`src/rtl/mem_access_unit.sv`:
```
// MEM-stage load/store controller: turns one pipeline memory access into a
// req/ack bus transaction, stalling the pipeline until it completes or times out.
module mem_access_unit #(
  parameter int unsigned TIMEOUT = 255
) (
  input  logic        clk,
  input  logic        rst,
  input  logic        mem_en,
  input  logic        mem_wr,
  input  logic [1:0]  mem_size,
  input  logic        mem_sign,
  input  logic [31:0] addr,
  input  logic [31:0] wdata,
  output logic [31:0] rdata,
  output logic        stall,
  output logic        addr_err,
  output logic        bus_err,
  output logic        bus_req,
  output logic        bus_we,
  output logic [31:0] bus_addr,
  output logic [3:0]  bus_be,
  output logic [31:0] bus_wdata,
  input  logic        bus_ack,
  input  logic [31:0] bus_rdata
);

  typedef enum logic [1:0] {IDLE, ACCESS, DONE} state_t;

  localparam logic [7:0] LAST_COUNT = 8'(TIMEOUT - 1);

  state_t      state, state_next;
  logic [7:0]  count;
  logic        lat_wr;
  logic [1:0]  lat_size;
  logic        lat_sign;
  logic [1:0]  lat_lane;

  logic        issue;
  logic        timeout_hit;
  logic [3:0]  be_next;
  logic [31:0] wdata_next;
  logic [7:0]  lane_byte;
  logic [15:0] lane_half;
  logic [31:0] load_ext;

  // Size code 11 behaves exactly like a word access.
  assign addr_err = mem_en & (((mem_size == 2'b01) & addr[0]) |
                              (mem_size[1] & (addr[1:0] != 2'b00)));

  assign issue       = (state == IDLE) & mem_en & ~addr_err;
  assign timeout_hit = (state == ACCESS) & ~bus_ack & (count == LAST_COUNT);
  assign stall       = issue | (state == ACCESS);
  assign bus_req     = (state == ACCESS);

  always_comb begin
    state_next = state;
    case (state)
      IDLE:    if (issue) state_next = ACCESS;
      ACCESS:  if (bus_ack || timeout_hit) state_next = DONE;
      DONE:    state_next = IDLE;
      default: state_next = IDLE;
    endcase
  end

  always_comb begin
    be_next    = 4'b1111;
    wdata_next = wdata;
    case (mem_size)
      2'b00: begin
        be_next    = 4'b0001 << addr[1:0];
        wdata_next = {4{wdata[7:0]}};
      end
      2'b01: begin
        be_next    = addr[1] ? 4'b1100 : 4'b0011;
        wdata_next = {2{wdata[15:0]}};
      end
      default: begin
        be_next    = 4'b1111;
        wdata_next = wdata;
      end
    endcase
  end

  // Extraction works only from the latched copies so upstream changes during ACCESS are harmless.
  always_comb begin
    lane_byte = bus_rdata[7:0];
    case (lat_lane)
      2'd0: lane_byte = bus_rdata[7:0];
      2'd1: lane_byte = bus_rdata[15:8];
      2'd2: lane_byte = bus_rdata[23:16];
      2'd3: lane_byte = bus_rdata[31:24];
      default: lane_byte = bus_rdata[7:0];
    endcase
    lane_half = lat_lane[1] ? bus_rdata[31:16] : bus_rdata[15:0];
    case (lat_size)
      2'b00:   load_ext = {{24{lat_sign & lane_byte[7]}}, lane_byte};
      2'b01:   load_ext = {{16{lat_sign & lane_half[15]}}, lane_half};
      default: load_ext = bus_rdata;
    endcase
  end

  always_ff @(posedge clk or posedge rst) begin
    if (rst) begin
      state     <= IDLE;
      count     <= 8'd0;
      lat_wr    <= 1'b0;
      lat_size  <= 2'b00;
      lat_sign  <= 1'b0;
      lat_lane  <= 2'b00;
      rdata     <= 32'd0;
      bus_err   <= 1'b0;
      bus_we    <= 1'b0;
      bus_addr  <= 32'd0;
      bus_be    <= 4'd0;
      bus_wdata <= 32'd0;
    end else begin
      state   <= state_next;
      bus_err <= timeout_hit;
      if (issue) begin
        lat_wr    <= mem_wr;
        lat_size  <= mem_size;
        lat_sign  <= mem_sign;
        lat_lane  <= addr[1:0];
        bus_we    <= mem_wr;
        bus_addr  <= {addr[31:2], 2'b00};
        bus_be    <= be_next;
        bus_wdata <= wdata_next;
      end
      if (state == ACCESS) begin
        if (bus_ack) begin
          if (!lat_wr) rdata <= load_ext;
        end else begin
          count <= count + 8'd1;
          if (timeout_hit) rdata <= 32'd0;
        end
      end else begin
        count <= 8'd0;
      end
    end
  end

endmodule

```
`config.mk`:
```
export PLATFORM = sky130hd
export DESIGN_NAME = mem_access_unit
export DESIGN_NICKNAME = d
export VERILOG_FILES = /design/src/rtl/mem_access_unit.sv
export SDC_FILE = /design/constraint.sdc
export NUM_CORES = 1
export LEC_CHECK = 0
export ABC_AREA = 1
export ABC_CLOCK_PERIOD_IN_PS = 7800
export CORE_MARGIN = 5
export CORE_UTILIZATION = 49
export CTS_BUF_LIST = sky130_fd_sc_hd__clkbuf_8
export DETAILED_ROUTE_END_ITERATION = 10
export GPL_TIMING_DRIVEN = 0
export PLACE_DENSITY = 0.94
export RECOVER_POWER = 50
export SLEW_MARGIN = 40
export SYNTH_ARGS = -nofsm -noshare
export SYNTH_HDL_FRONTEND = slang
export SYNTH_SLANG_ARGS = --single-unit
```
`constraint.sdc`:
```
create_clock -name clk -period 7.8 [get_ports clk]
set_input_delay 1.56 -clock clk [delete_from_list [all_inputs] [get_ports clk]]
set_output_delay 1.56 -clock clk [all_outputs]
set_load 0.01 [all_outputs]
```
==> results.toml, run 1 <==
[logic_synthesis]
async_flop_share_pct = 100
ys_types = 35
yosysWarnings = 0
yosys-top-cells-count = "252 x nand2_1, 115 x dfrtp_1, 63 x nand3_1, 41 x a21oi_1, 38 x inv_1"
dominantRegCellSynth = "dfrtp_1"
synth-xor-area-share_pct = 0
synth_top_family_by_area = "simple AND/OR/NAND/NOR gates"
synth_top_cell_area_share_pct = 52.0
syn_inst = 684
synth_simple_gate_area_share_pct = 28.0
synth_area_um2 = 5540
yosysSeqAreaShare_pct = 52.0
yosys-top-cells-area = "dfrtp_1 52%, nand2_1 17%, nand3_1 5.7%, a21oi_1 3.7%, inv_1 2.6%"
synth.largest_area_cell = "dfrtp_1"
avgSynthCellArea_um2 = 8.10
synth_compound_area_share_pct = 11.2
ys_ff_latch = 115
synth.area.mux_share_pct = 0
synth-edff-count = 0
yosysMostFrequentCell = "nand2_1"
synth_fa_ha_area_share_pct = 0.452

[cts]
clk_pin_slew_ns = 0.07
cts.path.max_buffers = 2
cts.sinks = 115
post_cts_resized = 0
cts_buffers = 17
clkLatencyLatePin_ns = 0.44
cts_tree = "built"
post_cts_buffers = 0
clk_root_buffer_cell = "clkbuf_8"
htree_levels = 4
cts_hold_buf = 0

[routing]
via_per_inst = 5.37
totalWireLength_um = 18000
antenna_left = 0
vias = 5697
drc = 0
wl_per_cell_um = 17.0
drt-pass1-iter-count = 5
drtIter0Drc = 532

[sta]
skew_ns = 0.0119
hold_violations = 0
fin_ws_ns = 2.21
fmax_ghz = 0.179
slew_viol_final = 58
period_needed_ns = 5.59
tightestPinTransition_ns = 2.67
relSlewSlack_pct = -78.9
post-route-period-util_pct = 71.7
holdWs_ns = 0.482
setup_tns_ns = 0
grt_setup_unrepaired = "no"
setup_violations = 0

[layout]
antennaDiodeCount = 0
drive_above_1_share_pct = 7.93
syn_to_final_growth_pct = 47.2
n_fill_cell = 763
layout.nets = 1015
instances_no_fill = 1061
final_area_um2 = 8150

[die]
fp.dieW_um = 116
die_area_um2 = 13500
start_util_pct = 50.4
die_h_um = 116
fp-row-count = 38
boundaryPins = 209
core_um2 = 11000

[power]
powerDensity_nw_per_um2 = 332
peakVddDrop_mv = 0.194
leakagePower_nw = 3.91

[global_routing]
grt_antenna_before_repair = 0
grt.busiest_layer = "met2"
grt_pass1_vias = 5769
grt_use_met2_pct = 43.4
grtUsageMet1_pct = 32.5
grt_pass1_wl_um = 28600
grt_use_met3_pct = 11.5
grt_use_total_pct = 27.6
gr-total-overflow = 0
grt_start_max_net_pins = 59

[critical_path]
crit_path_max_fanout = 10
reg2regPathDepth = 7
cp-end-kind = "output pin"
critical_path_required_ns = 6.24
critical_path_class = "input port to output pin"
cp-start-kind = "input port"
arrival_ns = 4.03

[place]
detailed_place_hpwl_um = 13300
placed_cell_area_um2 = 7790
numPortBuffers = 204
pre_cts_ws_ns = 2.87
place_congestion = 0.935
place_inst = 1030

[hold_path]
hold_depth = 2
hold_class = "register to register"

[flow_run]
cap_violations = 1

[outcome]
violations = "max-capacitance violations, max-slew violations"
outcome = "finished with violations"
==> state kept, by name (all words and copies together) (netlist names) <==
name and cells:
bus_addr 30, bus_wdata 32, state 2, bus_err 1
count 8, rdata 32, lat_sign 1, lat_wr 1
lat_size 2, bus_be 4, lat_lane 2
==> area by class of cell <==
cell class / count / area (um2) / share of cell area [%]
Multi-Input combinational cell: 486 / 2200 / 26.9
Tap cell: 140 / 175 / 2.15
Sequential cell: 115 / 2880 / 35.3
Clock buffer: 20 / 275 / 3.38
Clock inverter: 11 / 159 / 1.95
Buffer: 41 / 234 / 2.87
Timing Repair Buffer: 205 / 2070 / 25.4
Inverter: 43 / 166 / 2.04
==> metrics by stage <==
stage	power [W]	utilization, %
global route	0.00287	74.2
finish	0.00271	74.2
floorplan	0.00148	-
global placement	0.00207	70.7
detailed placement	0.00210	71.0
CTS	0.00272	74.9
==> power by group <==
part | internal [W] | switching [W] | leakage (nW) | total (W)
sequential | 0.000810 | 0.000135 | 1.43 | 0.000945
clock | 0.000368 | 0.000243 | 0.222 | 0.000611
combinational | 0.000583 | 0.000566 | 2.25 | 0.00115
==> kinds of logic after synthesis <==
kind of cell / after synthesis
adder cells (fa/ha/maj): 2
other: 1
AO/OA/AOI/OAI: 113
flip-flops: 115
buffers and inverters: 84
AND/OR/NAND/NOR: 369
==> cell usage in the layout, fill, tap and decap left out, types with 3 or more instances in the layout <==
master	count
a22oi_1	3
clkinv_2	5
clkbuf_1	15
clkbuf_8	20
o21ai_0	31
or2_2	3
nor3_1	4
buf_2	13
inv_1	39
o221ai_1	6
bufinv_16	4
a31oi_1	9
clkdlybuf4s50_1	201
nand2_1	253
a21oi_1	41
o21ai_1	17
buf_6	3
buf_4	8
nor2_1	36
nand3_1	64
dfrtp_1	115
dlygate4sd3_1	3
==> final timing paths <==
check / end / slack, ns / from
setup / recovery: stall / 2.21 / addr[0]
hold / removal: bus_addr[19] / 0.48 / bus_addr[19]
setup reg to reg: state[1] / 6.04 / count[0]
hold reg to reg: bus_addr[19] / 0.48 / bus_addr[19]
max in group asynchronous: lat_size[1] / 4.28 / rst
min in group asynchronous: bus_addr[30] / 2.32 / rst
==> routing by layer <==
metal,vias up,wire length [um]
met5,-,0
met4,0,554
met3,51,2380
met2,363,8490
met1,2623,6600
li1,2660,-
==> worst max-delay path, cell delays in order <==
cell and delay, ns:
dlygate4sd3_1 0.63, inv_1 0.11, o21ai_0 0.09, nand2_1 0.10
nand2_1 0.10, clkbuf_1 0.43, clkbuf_1 0.42, nand2_1 0.09
clkdlybuf4s50_1 0.51
Power figures use the tool's default switching activity.
==> run 2: changes to the inputs <==
--- a/config.mk
+++ b/config.mk
@@ -6,13 +6,13 @@
 export NUM_CORES = 1
 export LEC_CHECK = 0
 export ABC_AREA = 1
-export ABC_CLOCK_PERIOD_IN_PS = 7800
+export ABC_CLOCK_PERIOD_IN_PS = 5500
 export CORE_MARGIN = 5
-export CORE_UTILIZATION = 49
+export CORE_UTILIZATION = 46
 export CTS_BUF_LIST = sky130_fd_sc_hd__clkbuf_8
 export DETAILED_ROUTE_END_ITERATION = 10
 export GPL_TIMING_DRIVEN = 0
-export PLACE_DENSITY = 0.94
+export PLACE_DENSITY = 0.89
 export RECOVER_POWER = 50
 export SLEW_MARGIN = 40
 export SYNTH_ARGS = -nofsm -noshare
==> constraint.sdc (replaced) <==
create_clock -name clk -period 5.5 [get_ports clk]
set_input_delay 1.1 -clock clk [delete_from_list [all_inputs] [get_ports clk]]
set_output_delay 1.1 -clock clk [all_outputs]
set_load 0.01 [all_outputs]
==> results.toml, run 2 (synthesized netlist as in run 1, its figures left out) <==
[outcome]
outcome = "finished with violations"
violations = "max-capacitance violations, max-slew violations"

[layout]
reg.largest.list = "bus_wdata: 32 flops, rdata: 32 flops, bus_addr: 30 flops"
final_cell_mix = "253 x nand2_1, 201 x clkdlybuf4s50_1, 115 x dfrtp_1, 64 x nand3_1, 41 x a21oi_1"
syn_to_final_growth_pct = 47.3
n_fill_cell = 952
layout.nets = 1015
final-seq-area_um2 = 2880
drive_above_1_share_pct = 7.92
multiInputGateArea_um2 = 2200
final_common_cell = "nand2_1"

[routing]
totalWireLength_um = 18500
wl_per_cell_um = 17.3
vias = 5701
drc = 0
drt-pass1-iter-count = 5
via_per_inst = 5.33
drtIter0Drc = 577
antenna_left = 0

[global_routing]
grt_use_total_pct = 26.2
grt_antenna_before_repair = 1
grt_use_met3_pct = 11.2
grt_pass1_wl_um = 29500
grtUsageMet1_pct = 28.9
gr-total-overflow = 0
grt_use_met2_pct = 43.9
grt_start_max_net_pins = 68
grt_pass1_vias = 5889
grt.busiest_layer = "met2"

[hold_path]
hold_depth = 2
hold_class = "register to register"
min_to = "bus_addr[18]"
worstHoldStart = "bus_addr[18]"

[sta]
grt_setup_unrepaired = "no"
fmax_ghz = 0.228
period_needed_ns = 4.38
tightestPinTransition_ns = 2.91
hold_violations = 0
relSlewSlack_pct = -94.8
fin_ws_ns = 1.12
post-route-period-util_pct = 79.7
setup_tns_ns = 0
skew_ns = 0.00973
holdWs_ns = 0.482
slew_viol_final = 68
setup_violations = 0

[critical_path]
reg2regPathDepth = 9
critical_path_class = "input port to output pin"
crit_chain = "dlygate4sd3_1 > inv_1 > o21ai_0 > nand2_1 > nand2_1 > clkbuf_1 > buf_6 > nand2_1 > clkdlybuf4s50_1"
reg2reg_to = "rdata[25]"
r2r_slack_ns = 3.65
critical_path_required_ns = 4.40
slowest_stage = "dlygate4sd3_1"
cp-start-kind = "input port"
cp_common_cell = "nand2_1"
cpPeakStageDelay_ns = 0.52
crit_path_max_fanout = 10
arrival_ns = 3.28
r2r_start = "state[1]"
cp-startpoint = "addr[1]"
cp-end-kind = "output pin"

[place]
place_congestion = 0.948
detailed_place_hpwl_um = 13500
pre_cts_ws_ns = 1.51
numPortBuffers = 204

[power]
switching_share_pct = 35.3
finalPower_w = 0.00387
power_frac_clock_pct = 23.0
leakagePower_nw = 3.90
p_switching_w = 0.00137
powerDensity_nw_per_um2 = 475
pwr-share-seq_pct = 34.7
p_comb_share_pct = 42.2
intPower_w = 0.00250
peakVddDrop_mv = 0.309

[cts]
clkLatencyLatePin_ns = 0.46
cts_buffers = 17
clk_pin_slew_ns = 0.07
htree_levels = 4
cts.sinks = 115
cts_hold_buf = 0
post_cts_resized = 0
clk_root_buffer_cell = "clkbuf_8"
cts.path.max_buffers = 2
post_cts_buffers = 0
cts_tree = "built"

[die]
start_util_pct = 46.5
fp.dieW_um = 120
die_area_um2 = 14300
core_um2 = 11900
die_h_um = 120
fp-row-count = 40
boundaryPins = 209

[flow_run]
cap_violations = 1
-- run 2: cell count changes in the layout (fill, tap and decap cells not counted), moves of 2 or more --
cell      delta
clkbuf_8     +4
buf_2        -3
clkbuf_1     +3
inv_1        -2
-- run 2: layout make-up --
class | instances | area share (%)
Clock inverter | 8 | 1.47
Multi-Input combinational cell | 486 | 26.9
Sequential cell | 115 | 35.3
Antenna cell | 1 | 0.0307
Inverter | 43 | 2.04
Tap cell | 147 | 2.25
Buffer | 41 | 2.87
Clock buffer | 24 | 4.05
Timing Repair Buffer | 205 | 25.1
-- run 2: routing by layer --
metal  vias to the layer above  share of wire (%)  routed length (um)
met5                         -                  0                   0
met4                         0                3.1                 579
met3                        70                 12                2140
met2                       330                 48                8940
met1                      2641                 37                6890
li1                       2660                  -                   -
-- run 2: how the worst max path moves through the flow --
| stage | slack, ns | cells after the start | end |
|---|---|---|---|
| 6_report | 1.12 | 9 | stall |
| 3_5_place_dp | 1.51 | 8 | stall |
| 3_3_place_gp | -0.36 | 2 | rdata[29] |
| 2_1_floorplan | 1.36 | 1 | bus_addr[10] |
| 5_1_grt | 0.74 | 3 | rdata[29] |
| 4_1_cts | 1.51 | 8 | stall |
-- run 2: critical path: cells and delay by family --
kind | cells | cell delay, ns
simple gates | 3 | 0.25
buf+inv | 5 | 1.73
compound gates | 1 | 0.19
-- run 2: through the flow --
| step | instances | instance area (um2) | util, % |
|---|---|---|---|
| after floorplan | 685 | 5540 | - |
| after global placement | 1036 | 7770 | 65.2 |
| after detailed placement | 1037 | 7800 | 65.5 |
| after CTS | 1069 | 8250 | 69.3 |
| after global routing | 1070 | 8160 | 68.5 |
| final | 1070 | 8160 | 68.5 |
-- run 2: power by group through the flow --
stage	logic [W]	clock network, W	registers (W)
after floorplan	0.000637	0	0.00146
after CTS	0.00166	0.000896	0.00134
after global routing	0.00178	0.000937	0.00138
after detailed placement	0.00165	0	0.00135
after global placement	0.00160	0	0.00134
final	0.00164	0.000891	0.00135
